--- src/rtl/setare_ora_pkg.sv ---
// rtl/setare_ora_pkg.sv - shared limits, state encodings and wrap arithmetic for the time-setting front end
package setare_ora_pkg;

  localparam logic [4:0] MAX_ORE = 5'd23;
  localparam logic [5:0] MAX_MIN = 6'd59;

  localparam logic [1:0] S_IDLE    = 2'd0;
  localparam logic [1:0] S_SET_ORE = 2'd1;
  localparam logic [1:0] S_SET_MIN = 2'd2;

  typedef struct packed {
    logic mod;
    logic inc;
    logic dec;
  } btn_t;

  // Opposing requests cancel so a simultaneous inc+dec leaves the field untouched.
  function automatic logic [5:0] wrap_step(input logic [5:0] val, input logic [5:0] max,
                                           input logic up, input logic down);
    if (up && !down)
      return (val == max) ? 6'd0 : val + 6'd1;
    else if (down && !up)
      return (val == 6'd0) ? max : val - 6'd1;
    else
      return val;
  endfunction

endpackage

--- src/rtl/setare_ora_if.sv ---
// rtl/setare_ora_if.sv - button, current-time and edit-output bundle of the time-setting front end
interface setare_ora_if;
  logic       btn_mod;
  logic       btn_inc;
  logic       btn_dec;
  logic [4:0] ore;
  logic [5:0] minute;
  logic [4:0] ore_setare;
  logic [5:0] minute_setare;
  logic       semnal_setare;
  logic       camp;
  logic       incarca;

  modport master (
    output btn_mod, btn_inc, btn_dec, ore, minute,
    input  ore_setare, minute_setare, semnal_setare, camp, incarca
  );

  modport slave (
    input  btn_mod, btn_inc, btn_dec, ore, minute,
    output ore_setare, minute_setare, semnal_setare, camp, incarca
  );
endinterface

--- src/rtl/setare_ora_debounce_buton.sv ---
// rtl/setare_ora_debounce_buton.sv - 2-FF synchronizer, stability counter and press pulse for one button
// The debounced level port exists only when AUTO_REPEAT_EN is defined.
module debounce_buton #(
  parameter int DEB_CYCLES = 250_000
) (
  input  logic clock,
  input  logic reset,
  input  logic btn_raw,
`ifdef AUTO_REPEAT_EN
  output logic level,
`endif
  output logic press
);

  localparam int CW = $clog2(DEB_CYCLES + 1);

  logic          sync1_q, sync2_q;
  logic          level_q, level_d;
  logic          press_q, press_d;
  logic [CW-1:0] cnt_q, cnt_d;

  // The level flips on the DEB_CYCLES-th consecutive sample that disagrees with it.
  always_comb begin
    level_d = level_q;
    cnt_d   = '0;
    if (sync2_q != level_q) begin
      if (cnt_q == CW'(DEB_CYCLES - 1))
        level_d = sync2_q;
      else
        cnt_d = cnt_q + CW'(1);
    end
    press_d = level_d & ~level_q;
  end

  always_ff @(posedge clock or posedge reset) begin
    if (reset) begin
      sync1_q <= 1'b0;
      sync2_q <= 1'b0;
      level_q <= 1'b0;
      press_q <= 1'b0;
      cnt_q   <= '0;
    end else begin
      sync1_q <= btn_raw;
      sync2_q <= sync1_q;
      level_q <= level_d;
      press_q <= press_d;
      cnt_q   <= cnt_d;
    end
  end

  assign press = press_q;
`ifdef AUTO_REPEAT_EN
  assign level = level_q;
`endif

endmodule

--- src/rtl/setare_ora.sv ---
// rtl/setare_ora.sv - hours/minutes edit FSM with commit pulse and inactivity timeout
// Optional hold-to-repeat stepping is built when AUTO_REPEAT_EN is defined.
module setare_ora
  import setare_ora_pkg::*;
#(
  parameter int DEB_CYCLES     = 250_000,
  parameter int TIMEOUT_CYCLES = 500_000_000
`ifdef AUTO_REPEAT_EN
  ,
  parameter int REPEAT_DELAY   = 25_000_000,
  parameter int REPEAT_RATE    = 5_000_000
`endif
) (
  input logic         clock,
  input logic         reset,
  setare_ora_if.slave bus
);

  localparam int TW = $clog2(TIMEOUT_CYCLES + 1);

  logic          p_mod, p_inc, p_dec;
  btn_t          press;
  logic          rep_inc, rep_dec;
  logic [1:0]    state_q, state_d;
  logic [4:0]    ore_q, ore_d;
  logic [5:0]    min_q, min_d;
  logic          semnal_q, semnal_d;
  logic          camp_q, camp_d;
  logic          incarca_q, incarca_d;
  logic [TW-1:0] to_cnt_q, to_cnt_d;
  logic          step_up, step_dn, activity, timeout_hit;

`ifdef AUTO_REPEAT_EN
  logic l_mod, l_inc, l_dec;
`endif

  debounce_buton #(.DEB_CYCLES(DEB_CYCLES)) u_deb_mod (
    .clock(clock), .reset(reset), .btn_raw(bus.btn_mod),
`ifdef AUTO_REPEAT_EN
    .level(l_mod),
`endif
    .press(p_mod)
  );

  debounce_buton #(.DEB_CYCLES(DEB_CYCLES)) u_deb_inc (
    .clock(clock), .reset(reset), .btn_raw(bus.btn_inc),
`ifdef AUTO_REPEAT_EN
    .level(l_inc),
`endif
    .press(p_inc)
  );

  debounce_buton #(.DEB_CYCLES(DEB_CYCLES)) u_deb_dec (
    .clock(clock), .reset(reset), .btn_raw(bus.btn_dec),
`ifdef AUTO_REPEAT_EN
    .level(l_dec),
`endif
    .press(p_dec)
  );

  assign press = '{mod: p_mod, inc: p_inc, dec: p_dec};

`ifdef AUTO_REPEAT_EN
  localparam int RW = $clog2((REPEAT_DELAY > REPEAT_RATE ? REPEAT_DELAY : REPEAT_RATE) + 1);

  logic [RW-1:0] rep_cnt_q, rep_cnt_d;
  logic          rep_first_q, rep_first_d;
  logic          held, rep_step;

  // Holding mod, or both step buttons at once, suppresses repeating.
  assign held = (state_q != S_IDLE) && (l_inc ^ l_dec) && !l_mod;

  always_comb begin
    rep_cnt_d   = '0;
    rep_first_d = 1'b0;
    rep_step    = 1'b0;
    if (held) begin
      if ((!rep_first_q && rep_cnt_q == RW'(REPEAT_DELAY - 1)) ||
          ( rep_first_q && rep_cnt_q == RW'(REPEAT_RATE - 1))) begin
        rep_step    = 1'b1;
        rep_first_d = 1'b1;
      end else begin
        rep_cnt_d   = rep_cnt_q + RW'(1);
        rep_first_d = rep_first_q;
      end
    end
  end

  always_ff @(posedge clock or posedge reset) begin
    if (reset) begin
      rep_cnt_q   <= '0;
      rep_first_q <= 1'b0;
    end else begin
      rep_cnt_q   <= rep_cnt_d;
      rep_first_q <= rep_first_d;
    end
  end

  assign rep_inc = rep_step & l_inc;
  assign rep_dec = rep_step & l_dec;
`else
  assign rep_inc = 1'b0;
  assign rep_dec = 1'b0;
`endif

  assign step_up     = press.inc | rep_inc;
  assign step_dn     = press.dec | rep_dec;
  assign activity    = press.mod | step_up | step_dn;
  assign timeout_hit = (to_cnt_q == TW'(TIMEOUT_CYCLES - 1));

  always_comb begin
    state_d   = state_q;
    ore_d     = ore_q;
    min_d     = min_q;
    incarca_d = 1'b0;
    to_cnt_d  = '0;
    case (state_q)
      S_IDLE: begin
        if (press.mod) begin
          state_d = S_SET_ORE;
          ore_d   = (bus.ore > MAX_ORE) ? 5'd0 : bus.ore;
          min_d   = (bus.minute > MAX_MIN) ? 6'd0 : bus.minute;
        end
      end
      S_SET_ORE: begin
        if (press.mod)
          state_d = S_SET_MIN;
        else if (activity)
          ore_d = 5'(wrap_step({1'b0, ore_q}, {1'b0, MAX_ORE}, step_up, step_dn));
        else if (timeout_hit)
          state_d = S_IDLE;
        else
          to_cnt_d = to_cnt_q + TW'(1);
      end
      S_SET_MIN: begin
        if (press.mod) begin
          state_d   = S_IDLE;
          incarca_d = 1'b1;
        end else if (activity)
          min_d = wrap_step(min_q, MAX_MIN, step_up, step_dn);
        else if (timeout_hit)
          state_d = S_IDLE;
        else
          to_cnt_d = to_cnt_q + TW'(1);
      end
      default: state_d = S_IDLE;
    endcase
    semnal_d = (state_d != S_IDLE);
    camp_d   = (state_d == S_SET_MIN);
  end

  always_ff @(posedge clock or posedge reset) begin
    if (reset) begin
      state_q   <= S_IDLE;
      ore_q     <= '0;
      min_q     <= '0;
      semnal_q  <= 1'b0;
      camp_q    <= 1'b0;
      incarca_q <= 1'b0;
      to_cnt_q  <= '0;
    end else begin
      state_q   <= state_d;
      ore_q     <= ore_d;
      min_q     <= min_d;
      semnal_q  <= semnal_d;
      camp_q    <= camp_d;
      incarca_q <= incarca_d;
      to_cnt_q  <= to_cnt_d;
    end
  end

  assign bus.ore_setare    = ore_q;
  assign bus.minute_setare = min_q;
  assign bus.semnal_setare = semnal_q;
  assign bus.camp          = camp_q;
  assign bus.incarca       = incarca_q;

endmodule

--- src/flat_wrapper.sv ---
// flat-port wrapper written by rule: the top's interface ports become plain ports
module setare_ora_flat import setare_ora_pkg::*;
#(
  parameter int DEB_CYCLES     = 250_000,
  parameter int TIMEOUT_CYCLES = 500_000_000

)
  (clock, reset, bus_btn_mod, bus_btn_inc, bus_btn_dec, bus_ore, bus_minute, bus_ore_setare, bus_minute_setare, bus_semnal_setare, bus_camp, bus_incarca);
  setare_ora_if bus_i ();
  input logic clock;
  input logic reset;
  input wire logic [$bits(bus_i.btn_mod)-1:0] bus_btn_mod;
  input wire logic [$bits(bus_i.btn_inc)-1:0] bus_btn_inc;
  input wire logic [$bits(bus_i.btn_dec)-1:0] bus_btn_dec;
  input wire logic [$bits(bus_i.ore)-1:0] bus_ore;
  input wire logic [$bits(bus_i.minute)-1:0] bus_minute;
  output wire logic [$bits(bus_i.ore_setare)-1:0] bus_ore_setare;
  output wire logic [$bits(bus_i.minute_setare)-1:0] bus_minute_setare;
  output wire logic [$bits(bus_i.semnal_setare)-1:0] bus_semnal_setare;
  output wire logic [$bits(bus_i.camp)-1:0] bus_camp;
  output wire logic [$bits(bus_i.incarca)-1:0] bus_incarca;
  assign bus_i.btn_mod = bus_btn_mod;
  assign bus_i.btn_inc = bus_btn_inc;
  assign bus_i.btn_dec = bus_btn_dec;
  assign bus_i.ore = bus_ore;
  assign bus_i.minute = bus_minute;
  assign bus_ore_setare = bus_i.ore_setare;
  assign bus_minute_setare = bus_i.minute_setare;
  assign bus_semnal_setare = bus_i.semnal_setare;
  assign bus_camp = bus_i.camp;
  assign bus_incarca = bus_i.incarca;
  setare_ora #(.DEB_CYCLES(DEB_CYCLES), .TIMEOUT_CYCLES(TIMEOUT_CYCLES)) u_core (.clock(clock), .reset(reset), .bus(bus_i));
endmodule
--- config.mk ---
export PLATFORM = sky130hd
export DESIGN_NAME = setare_ora_flat
export DESIGN_NICKNAME = d
export VERILOG_FILES = /design/src/rtl/setare_ora_pkg.sv /design/src/rtl/setare_ora_if.sv /design/src/rtl/setare_ora_debounce_buton.sv /design/src/rtl/setare_ora.sv /design/src/flat_wrapper.sv
export SDC_FILE = /design/constraint.sdc
export NUM_CORES = 1
export LEC_CHECK = 0
export ABC_AREA = 0
export ABC_CLOCK_PERIOD_IN_PS = 1690
export BUFFER_PORTS_ARGS = -buffer_cell sky130_fd_sc_hd__buf_2
export CAP_MARGIN = 20
export CORE_MARGIN = 5
export CORE_UTILIZATION = 25
export CTS_CLUSTER_DIAMETER = 100
export DETAILED_ROUTE_END_ITERATION = 6
export SLEW_MARGIN = 20
export SYNTH_ARGS = -nofsm -noshare
export SYNTH_HDL_FRONTEND = slang
export SYNTH_HIERARCHICAL = 1
export SYNTH_SLANG_ARGS = --single-unit
--- constraint.sdc ---
create_clock -name clock -period 1.69 [get_ports clock]
set_clock_uncertainty 0.05 [all_clocks]
set_input_delay 0.2535 -clock clock [delete_from_list [all_inputs] [get_ports clock]]
set_output_delay 0.2535 -clock clock [all_outputs]
set_load 0.005 [all_outputs]
==> impl_metrics.py, run 1 <==
metrics = {
    "synth": {
        "synth_fp_nets": 652,
        "synthesis.yosys.warnings": 6,
        "synth_area_leaders": "sky130_fd_sc_hd__dfrtp_1 (46%), sky130_fd_sc_hd__nor2_1 (6.5%), sky130_fd_sc_hd__xnor2_1 (5.9%)",
        "synth_cells": 622,
        "synth.ff_latch_count": 111,
        "synth.yosys.seq_area_share_pct": 45.8,
        "post_synth_num_cell_types": 65,
        "netlist_top_cells_count": "sky130_fd_sc_hd__dfrtp_1 (111), sky130_fd_sc_hd__nor2_1 (105), sky130_fd_sc_hd__xnor2_1 (41), sky130_fd_sc_hd__nand3_1 (38), sky130_fd_sc_hd__xor2_1 (34)",
        "synth.largest_area_cell": "sky130_fd_sc_hd__dfrtp_1",
        "number_of_synthesized_flops_with_an_enable_pin": 0,
        "yosys.area.top_type_share_pct": 45.8,
        "async_flop_share_pct": 100,
        "synth_most_common_cell": "sky130_fd_sc_hd__dfrtp_1",
        "ys.flop_type": "sky130_fd_sc_hd__dfrtp_1",
        "synth.cell_area_um2": 6070,
        "avgSynthCellArea_um2": 9.76,
    },
    "power_and_ir_drop": {
        "power_per_cell_area_nw_per_um2": 616,
        "power.switching_mw": 1.27,
        "power.share.switching_pct": 24.6,
        "vdd.ir_drop.worst_mv": 0.408,
        "p_leak_nw": 3.55,
        "pwr-share-comb_pct": 5.6,
        "post-layout-total-power_mw": 5.15,
        "power_share_of_the_sequential_group_pct": 52.5,
        "intPower_mw": 3.89,
        "clkPwrFrac_pct": 41.9,
    },
    "layout": {
        "instances_no_fill": 1117,
        "finish.instance_area_um2": 8360,
        "diode_count": 0,
        "layout.filler_cells": 2481,
        "nNetsFinal": 818,
        "layout-drive-gt1-share_pct": 35.7,
        "area_delta_synth_final_pct": 37.8,
    },
    "route": {
        "remaining_drc_errors": 0,
        "drt-total-wl_mm": 14.0,
        "routed-via-count": 5093,
        "antenna_left": 0,
        "route.detailed.vias_per_inst": 4.56,
        "wire_per_inst_um": 12.6,
        "detailedRoute.firstIterationViolations": 314,
        "firstDrtPassIters": 4,
    },
    "sta": {
        "max_freq_mhz": 576,
        "maxSlewViolCount": 0,
        "finalWorstPathRequiredPeriod_ps": 1740,
        "finalHoldViolCount": 0,
        "final_setup_violation_count": 58,
        "setup_repair_after_global_routing_missed_its_margin": "true",
        "totalNegativeSetupSlack_ps": -1410,
        "max-slew-margin-rel_pct": 74.7,
        "worst_hold_margin_ps": 122,
        "final.period_utilization_pct": 103,
        "post-route-worst-setup-slack_ps": -47.5,
        "max_slew.worst_pin.slew_ps": 379,
    },
    "hold_path": {
        "hp_class": "input pin to flop",
    },
    "critical_path": {
        "worst_setup_path_end_kind": "flop",
        "cp_data_required_time_ps": 1900,
        "cp_max_fo": 8,
        "reg2reg_slack_ps": -50,
        "worst_ep_arrival_time_ps": 1940,
        "crit_type": "flop to flop",
        "worstSetupStartpointType": "flop",
    },
    "die": {
        "num_io_pins": 30,
        "die_area_um2": 27500,
        "fp-row-count": 57,
        "die_width_um": 166,
        "start_util_pct": 25.2,
        "core_um2": 24100,
        "die_height_um": 166,
    },
    "clock_tree": {
        "cts_max_level": 3,
        "clk_path_buf_depth": 2,
        "tritoncts_clock_tree": "done",
        "clock-sinks": 111,
        "root_buffer": "sky130_fd_sc_hd__clkbuf_16",
        "clock_insertion_delay_worst_skew_ps": 360,
        "clk_pin_slew_worst_paths_ps": 80,
        "cts_made_buffers": 9,
    },
    "global_route": {
        "wire_length_of_the_first_global_routing_pass_mm": 23.8,
        "grt_pass1_vias": 5048,
        "maximum_number_of_pins_on_one_net_before_global_route_repair": 46,
        "grt_util_all_layers_pct": 10.2,
        "overall_overflow_remaining_after_global_route": 0,
        "antenna_violations_before_repair": 0,
    },
    "status": {
        "violations": "setup timing",
        "outcome": "finished with violations",
    },
    "placement": {
        "placed_cells": 1089,
        "place.port_buffers": 29,
        "placedInstanceArea_um2": 7540,
        "gpl.final_weighted_congestion": 0.794,
        "post-dp-hpwl_mm": 9.91,
    },
    "flow_run": {
        "maxCapViolCount": 0,
    },
}
-- state kept, by name, summed over array words and instances, names as in the netlist, 2 cells and up --
register	flops
u_core/bus.minute_setare	6
u_core/bus.ore_setare	5
u_core/state_q	2
u_core/to_cnt_q	29
u_core/u_deb_dec/cnt_q	18
u_core/u_deb_inc/cnt_q	18
u_core/u_deb_mod/cnt_q	18
-- cell families after synthesis --
group | share of synthesized area, %
muxes | 0.886
xor gates and xnor gates | 10.8
adders and majority gates | 2.89
and+or+nand+nor | 26.7
AOI/OAI and AO/OA | 8.72
DFF | 45.8
buffers and inverters | 4.20
-- placed cells by master, fill, tap and decap left out, types with 4 or more instances in the layout --
cell	instances
sky130_fd_sc_hd__buf_4	128
sky130_fd_sc_hd__dfrtp_1	109
sky130_fd_sc_hd__nor2_1	96
sky130_fd_sc_hd__xnor2_1	41
sky130_fd_sc_hd__nand3_1	35
sky130_fd_sc_hd__xor2_1	34
sky130_fd_sc_hd__buf_2	30
sky130_fd_sc_hd__nand4_1	27
sky130_fd_sc_hd__nand2_1	24
sky130_fd_sc_hd__inv_1	21
sky130_fd_sc_hd__a21oi_1	14
sky130_fd_sc_hd__nor4_1	14
sky130_fd_sc_hd__nor3_1	13
sky130_fd_sc_hd__clkbuf_16	9
sky130_fd_sc_hd__o21ai_0	9
sky130_fd_sc_hd__buf_6	8
sky130_fd_sc_hd__ha_1	8
sky130_fd_sc_hd__and2_1	6
sky130_fd_sc_hd__inv_2	6
sky130_fd_sc_hd__nor2_2	6
sky130_fd_sc_hd__nand2b_1	6
sky130_fd_sc_hd__or2_2	6
sky130_fd_sc_hd__or4_4	5
sky130_fd_sc_hd__or4_1	5
sky130_fd_sc_hd__inv_6	4
sky130_fd_sc_hd__dlygate4sd3_1	4
sky130_fd_sc_hd__nor2_4	4
sky130_fd_sc_hd__o21ai_2	4
sky130_fd_sc_hd__and3_1	4
sky130_fd_sc_hd__nor4b_2	4
sky130_fd_sc_hd__nand3_2	4
sky130_fd_sc_hd__nor4_4	4
sky130_fd_sc_hd__a21oi_2	4
sky130_fd_sc_hd__o31ai_1	4
sky130_fd_sc_hd__ha_4	4
sky130_fd_sc_hd__buf_12	4
-- per-stage QoR --
step / util [%] / setup WS (ps)
after CTS: 33.4 / -47.4
after global placement: 31.3 / -80.0
after global routing: 34.7 / -105
final: 34.7 / -47.5
after floorplan: - / -131
after detailed placement: 31.3 / -130
-- power by group through the flow --
stage	Combinational (mW)	Clock, mW	Sequential, mW
3_5_place_dp	0.272	0	2.76
2_1_floorplan	0.138	0	2.76
6_report	0.287	2.16	2.71
3_3_place_gp	0.271	0	2.76
5_1_grt	0.327	2.35	2.71
4_1_cts	0.282	2.24	2.71
-- timing repair --
action | 4_1_cts | 5_1_grt
cloned | 0 | 2
buffers inserted | 3 | 3
setup endpoints to repair | 80 | 97
resized for setup | 31 | 66
pin swaps | 9 | 16
hold buffers | 4 | 0
hold endpoints to repair | 114 | 0
-- cell type report --
cell class / count / area [um2] / share of cell area, %
Clock buffer: 10 / 239 / 2.86
Sequential cell: 111 / 2780 / 33.2
Clock inverter: 6 / 58.8 / 0.703
Inverter: 28 / 108 / 1.29
Multi-Input combinational cell: 463 / 3440 / 41.1
Tap cell: 324 / 405 / 4.85
Timing Repair Buffer: 175 / 1340 / 16.0
-- path summary, 6_finish.rpt --
kind                            depth (start not counted)                        from                           to
worst max-delay path                                    4  u_core/u_deb_inc/cnt_q[11]   u_core/u_deb_inc/cnt_q[12]
worst min-delay path                                    3               bus_minute[1]  u_core/bus.minute_setare[1]
worst max register to register                          4  u_core/u_deb_inc/cnt_q[11]   u_core/u_deb_inc/cnt_q[12]
worst min register to register                          0    u_core/u_deb_inc/sync1_q     u_core/u_deb_inc/sync2_q
max in group asynchronous                               4                       reset    u_core/u_deb_inc/cnt_q[9]
min in group asynchronous                               3                       reset       u_core/u_deb_dec/press
-- critical path: stages, from the launching register on --
cell	delay (ps)
sky130_fd_sc_hd__dfrtp_1	380
sky130_fd_sc_hd__or4_4	580
sky130_fd_sc_hd__o41ai_4	370
sky130_fd_sc_hd__buf_6	210
sky130_fd_sc_hd__nor2_2	50
-- routing by layer --
layer | track usage [%] | vias up | routed length (um) | share of wire (%)
met4 | 3.34 | 0 | 188 | 1.3
met5 | 0 | - | 0 | 0
li1 | - | 2529 | - | -
met2 | 17.4 | 73 | 6960 | 50
met1 | 12.7 | 2480 | 6440 | 46
met3 | 2.26 | 11 | 447 | 3.2
Power figures use the tool's default switching activity.
==> run 2: changes to the inputs <==
Settings changed: REMOVE_ABC_BUFFERS set to 1.
==> impl_metrics.py, run 2 (synthesis gave the netlist of run 1 again) <==
metrics = {
    "layout": {
        "finalCoreUtilization_pct": 35.0,
        "layout-drive-gt1-share_pct": 36.9,
        "area_delta_synth_final_pct": 39.1,
        "largest_reg_flops": 29,
        "instances_no_fill": 1110,
        "registers.top_by_ff_count": "u_core/to_cnt_q",
        "diode_count": 0,
        "finish.instance_area_um2": 8440,
        "final_common_cell": "sky130_fd_sc_hd__buf_4",
        "layout_common_cells": "sky130_fd_sc_hd__buf_4 (120), sky130_fd_sc_hd__dfrtp_1 (106), sky130_fd_sc_hd__nor2_1 (81)",
        "nNetsFinal": 811,
    },
    "route": {
        "antenna_left": 0,
        "wire_per_inst_um": 12.8,
        "detailedRoute.firstIterationViolations": 320,
        "remaining_drc_errors": 0,
        "routed-via-count": 5069,
        "route.detailed.vias_per_inst": 4.57,
        "firstDrtPassIters": 4,
        "drt-total-wl_mm": 14.2,
    },
    "critical_path": {
        "cp_max_fo": 9,
        "critPathSlowestCell": "sky130_fd_sc_hd__or4_4",
        "worstSetupStartpointType": "flop",
        "worst_ep_arrival_time_ps": 2010,
        "cpPeakStageDelay_ps": 570,
        "reg2reg_slack_ps": -140,
        "timing.critical_path.max_delay_family": "simple AND/OR/NAND/NOR gates",
        "cp_data_required_time_ps": 1880,
        "cp_num_cells": 5,
        "reg2regPathDepth": 5,
        "worst_setup_path_end_kind": "flop",
        "crit_type": "flop to flop",
        "worst-path-buf-inv": 2,
        "path_cells": "or4_4 > o41ai_4 > buf_6 > clkbuf_16 > a21oi_1",
    },
    "sta": {
        "finalWorstPathRequiredPeriod_ps": 1830,
        "finalHoldViolCount": 0,
        "max-slew-margin-rel_pct": 74.1,
        "max_freq_mhz": 547,
        "setup_repair_after_global_routing_missed_its_margin": "true",
        "post-route-worst-setup-slack_ps": -137,
        "final.period_utilization_pct": 108,
        "final_setup_violation_count": 82,
        "max_slew.worst_pin.slew_ps": 385,
        "maxSlewViolCount": 0,
    },
    "power_and_ir_drop": {
        "power.share.switching_pct": 23.9,
        "clkPwrFrac_pct": 40.9,
        "p_leak_nw": 3.51,
        "pwr-share-comb_pct": 6.0,
        "vdd.ir_drop.worst_mv": 0.430,
        "power_per_cell_area_nw_per_um2": 604,
        "power_share_of_the_sequential_group_pct": 53.1,
        "intPower_mw": 3.88,
        "power.switching_mw": 1.22,
    },
    "status": {
        "outcome": "finished with violations",
        "violations": "setup timing",
    },
    "clock_tree": {
        "clk_pin_slew_worst_paths_ps": 80,
        "tritoncts_clock_tree": "done",
        "clk_path_buf_depth": 2,
        "cts_made_buffers": 9,
        "clock_insertion_delay_worst_skew_ps": 360,
        "clock-sinks": 111,
        "cts_max_level": 3,
        "root_buffer": "sky130_fd_sc_hd__clkbuf_16",
    },
    "placement": {
        "place.port_buffers": 29,
        "pre_cts_slack_ps": -182,
        "placed_cells": 1076,
        "post-dp-hpwl_mm": 9.91,
        "gpl.final_weighted_congestion": 0.839,
        "placedInstanceArea_um2": 7430,
    },
    "global_route": {
        "top_usage_layer": "met2",
        "maximum_number_of_pins_on_one_net_before_global_route_repair": 46,
        "antenna_violations_before_repair": 0,
        "groute.layer.met2.usage_pct": 16.7,
        "grt.met3_usage_pct": 2.86,
        "gr-usage-met1_pct": 13.3,
        "grt_pass1_vias": 5082,
        "overall_overflow_remaining_after_global_route": 0,
        "grt_util_all_layers_pct": 10.2,
        "wire_length_of_the_first_global_routing_pass_mm": 23.8,
    },
    "die": {
        "start_util_pct": 25.2,
        "fp-row-count": 57,
        "die_height_um": 166,
        "die_area_um2": 27500,
        "die_width_um": 166,
        "num_io_pins": 30,
        "core_um2": 24100,
    },
    "flow_run": {
        "maxCapViolCount": 0,
    },
    "hold_path": {
        "hp_class": "input pin to flop",
        "hold-path-cell-count": 3,
    },
}
## run 2: changes by cell type in the layout (fill, tap and decap cells not counted), moves of 3 or more
cell / change
sky130_fd_sc_hd__dfrtp_2: +3
sky130_fd_sc_hd__nor2_2: +4
sky130_fd_sc_hd__o21ai_0: +3
sky130_fd_sc_hd__nor2_1: -15
sky130_fd_sc_hd__o21ai_2: -4
sky130_fd_sc_hd__dfrtp_1: -3
sky130_fd_sc_hd__nor2_4: +12
sky130_fd_sc_hd__buf_4: -8
## run 2: area by class of cell
class / instances / area, um2
Clock buffer: 10 / 239
Clock inverter: 6 / 51.3
Fill cell: 2475 / 15700
Inverter: 28 / 105
Multi-Input combinational cell: 464 / 3560
Sequential cell: 111 / 2780
Tap cell: 324 / 405
Timing Repair Buffer: 167 / 1300
## run 2: what timing repair did
item	in CTS	in global routing
endpoints found under the setup margin	78	98
endpoints found under the hold margin	75	0
pin swaps	11	28
gates resized for setup	26	99
buffers inserted	6	4
hold buffers	4	0
cloned	0	4
## run 2: path summary, 6_finish.rpt
path,end,start
setup / recovery,u_core/u_deb_inc/cnt_q[17],u_core/u_deb_inc/cnt_q[11]
min in group asynchronous,u_core/u_deb_dec/press,reset
hold reg to reg,u_core/u_deb_mod/sync2_q,u_core/u_deb_mod/sync1_q
setup reg to reg,u_core/u_deb_inc/cnt_q[17],u_core/u_deb_inc/cnt_q[11]
hold / removal,u_core/bus.ore_setare[0],bus_ore[0]
max in group asynchronous,u_core/u_deb_inc/cnt_q[12],reset
## run 2: metal layers
metal  vias to the layer above  routed length (um)
met4                         0                 148
met5                         -                   0
met1                      2449                6770
met2                        76                6770
met3                        11                 559
li1                       2533                   -
## run 2: power by group through the flow
stage | registers [mW] | logic (mW) | clock network, mW
2_1_floorplan | 2.76 | 0.127 | 0
3_3_place_gp | 2.76 | 0.271 | 0
3_5_place_dp | 2.76 | 0.272 | 0
4_1_cts | 2.71 | 0.282 | 2.18
5_1_grt | 2.71 | 0.344 | 2.29
6_report | 2.71 | 0.306 | 2.09
## run 2: worst register-to-register path, cell delays in order (launching register included)
cell and delay [ps]:
sky130_fd_sc_hd__dfrtp_1 380, sky130_fd_sc_hd__or4_4 570, sky130_fd_sc_hd__o41ai_4 330, sky130_fd_sc_hd__buf_6 180, sky130_fd_sc_hd__clkbuf_16 150, sky130_fd_sc_hd__a21oi_1 40
## run 2: metrics by stage
stage	total power [mW]	setup TNS (ps)	hold WS (ps)
6_report	5.10	-3580	129
5_1_grt	5.34	-9360	143
4_1_cts	5.16	-1810	123
3_5_place_dp	3.03	-2920	138
3_3_place_gp	3.03	-983	138
2_1_floorplan	2.89	-16610	193
==> run 3: changes to the inputs <==
==> constraint.sdc (replaced) <==
create_clock -name clock -period 1.69 [get_ports clock]
set_clock_uncertainty 0.05 [all_clocks]
set_input_delay 0.0845 -clock clock [delete_from_list [all_inputs] [get_ports clock]]
set_output_delay 0.0845 -clock clock [all_outputs]
set_load 0.005 [all_outputs]
==> impl_metrics.py, run 3 (synthesis gave the netlist of run 1 again) <==
metrics = {
    "status": {
        "outcome": "finished with violations",
        "violations": "setup timing",
    },
    "power_and_ir_drop": {
        "p_leak_nw": 3.55,
        "post-layout-total-power_mw": 5.30,
        "vdd.ir_drop.worst_mv": 0.430,
        "power_per_cell_area_nw_per_um2": 631,
    },
    "flow_run": {
        "maxCapViolCount": 0,
    },
    "critical_path": {
        "reg2reg_slack_ps": -110,
        "worstSetupStartpointType": "flop",
        "cp_max_fo": 9,
        "r2r_end": "u_core/u_deb_inc/cnt_q[5]",
        "crit_type": "flop to flop",
        "cp_data_required_time_ps": 1890,
        "reg2regPathDepth": 5,
        "worst_setup_path_end_kind": "flop",
        "worst_ep_arrival_time_ps": 2010,
        "reg2reg_from": "u_core/u_deb_inc/cnt_q[11]",
    },
    "clock_tree": {
        "clock_insertion_delay_worst_skew_ps": 360,
        "clk_pin_slew_worst_paths_ps": 80,
        "clock-sinks": 111,
        "tritoncts_clock_tree": "done",
        "cts_max_level": 3,
        "cts_made_buffers": 9,
        "root_buffer": "sky130_fd_sc_hd__clkbuf_16",
        "clk_path_buf_depth": 2,
    },
    "die": {
        "core_um2": 24100,
        "num_io_pins": 30,
        "die_area_um2": 27500,
        "die_width_um": 166,
        "start_util_pct": 25.2,
        "die_height_um": 166,
        "fp-row-count": 57,
    },
    "layout": {
        "layout-drive-gt1-share_pct": 34.4,
        "final_common_cell": "sky130_fd_sc_hd__buf_4",
        "multi_input_logic_area_um2": 3450,
        "regArea_um2": 2780,
        "finish.instance_area_um2": 8400,
        "area_delta_synth_final_pct": 38.4,
        "layout_common_cells": "sky130_fd_sc_hd__buf_4 (121), sky130_fd_sc_hd__dfrtp_1 (106), sky130_fd_sc_hd__nor2_1 (85)",
        "instances_no_fill": 1114,
        "layout.filler_cells": 2480,
        "largest_reg_flops": 29,
        "nNetsFinal": 815,
        "registers.top_by_ff_count": "u_core/to_cnt_q",
        "diode_count": 0,
    },
    "route": {
        "drt-total-wl_mm": 14.0,
        "remaining_drc_errors": 0,
        "wire_per_inst_um": 12.6,
        "detailedRoute.firstIterationViolations": 305,
        "route.detailed.vias_per_inst": 4.50,
        "firstDrtPassIters": 4,
        "antenna_left": 0,
        "routed-via-count": 5014,
    },
    "sta": {
        "maxSlewViolCount": 0,
        "max_slew.worst_pin.slew_ps": 580,
        "max-slew-margin-rel_pct": 61.3,
        "worst_hold_margin_ps": 21.5,
        "final_setup_violation_count": 60,
        "finalHoldViolCount": 0,
        "finalWorstPathRequiredPeriod_ps": 1800,
        "post-route-worst-setup-slack_ps": -112,
        "final.period_utilization_pct": 107,
        "setup_repair_after_global_routing_missed_its_margin": "true",
        "max_freq_mhz": 555,
    },
    "hold_path": {
        "origin_of_the_worst_min_delay_path": "bus_ore[3]",
        "hold-path-cell-count": 3,
        "whs_endpoint": "u_core/bus.ore_setare[3]",
        "hp_class": "input pin to flop",
    },
    "placement": {
        "placedInstanceArea_um2": 7420,
        "pre_cts_slack_ps": -171,
        "post-dp-hpwl_mm": 9.99,
        "placed_cells": 1077,
        "gpl.final_weighted_congestion": 0.844,
        "place.port_buffers": 29,
    },
    "global_route": {
        "grt_util_all_layers_pct": 10.2,
        "grt_pass1_vias": 5045,
        "antenna_violations_before_repair": 0,
        "maximum_number_of_pins_on_one_net_before_global_route_repair": 27,
        "overall_overflow_remaining_after_global_route": 0,
        "wire_length_of_the_first_global_routing_pass_mm": 23.8,
    },
}
==> run 3: per-stage QoR <==
stage          TNS, ps  util, %
2_1_floorplan   -16610        -
3_3_place_gp      -742     30.8
3_5_place_dp     -3790     30.8
4_1_cts          -2150     33.2
5_1_grt          -9240     34.8
6_report         -2890     34.8
==> run 3: power breakdown <==
group / internal, mW / switching [mW]
clock: 1.20 / 1.08
sequential: 2.68 / 0.0233
combinational: 0.143 / 0.166
==> run 3: layout make-up <==
type                            count  share of cell area, %
Multi-Input combinational cell    463                   41.0
Sequential cell                   111                   33.1
Timing Repair Buffer              172                   16.0
Tap cell                          324                   4.83
Clock buffer                        9                   2.68
Inverter                           28                   1.25
Clock inverter                      7                   1.10
==> run 3: what timing repair did <==
| action | in CTS | in global routing |
|---|---|---|
| setup buffers | 3 | 5 |
| hold buffers | 10 | 0 |
| gates cloned | 0 | 3 |
| pin swaps | 6 | 16 |
| gates resized for setup | 27 | 77 |
| endpoints found under the hold margin | 99 | 0 |
| setup endpoints to repair | 77 | 98 |
==> run 3: worst max path at each step <==
stage	from	end
after floorplan	u_core/u_deb_dec/cnt_q[0]	u_core/u_deb_dec/cnt_q[10]
after global placement	u_core/u_deb_inc/cnt_q[11]	u_core/u_deb_inc/level_q
after detailed placement	u_core/state_q[0]	u_core/bus.minute_setare[0]
after CTS	u_core/u_deb_mod/cnt_q[11]	u_core/u_deb_mod/cnt_q[8]
after global routing	u_core/u_deb_inc/cnt_q[11]	u_core/u_deb_inc/cnt_q[12]
final	u_core/u_deb_inc/cnt_q[11]	u_core/u_deb_inc/cnt_q[5]
==> run 3: critical path, stage by stage (launching register included) <==
cell and delay (ps):
sky130_fd_sc_hd__dfrtp_1 380, sky130_fd_sc_hd__or4_4 570, sky130_fd_sc_hd__o41ai_4 320, sky130_fd_sc_hd__buf_6 180, sky130_fd_sc_hd__clkbuf_16 150, sky130_fd_sc_hd__nor2_1 40
==> run 3: routing by layer <==
metal	vias up	share of wire [%]	track usage (%)
met4	0	1.1	2.44
li1	2523	-	-
met2	64	48	16.9
met1	2415	48	13.3
met5	-	0	0
met3	12	3.5	2.76
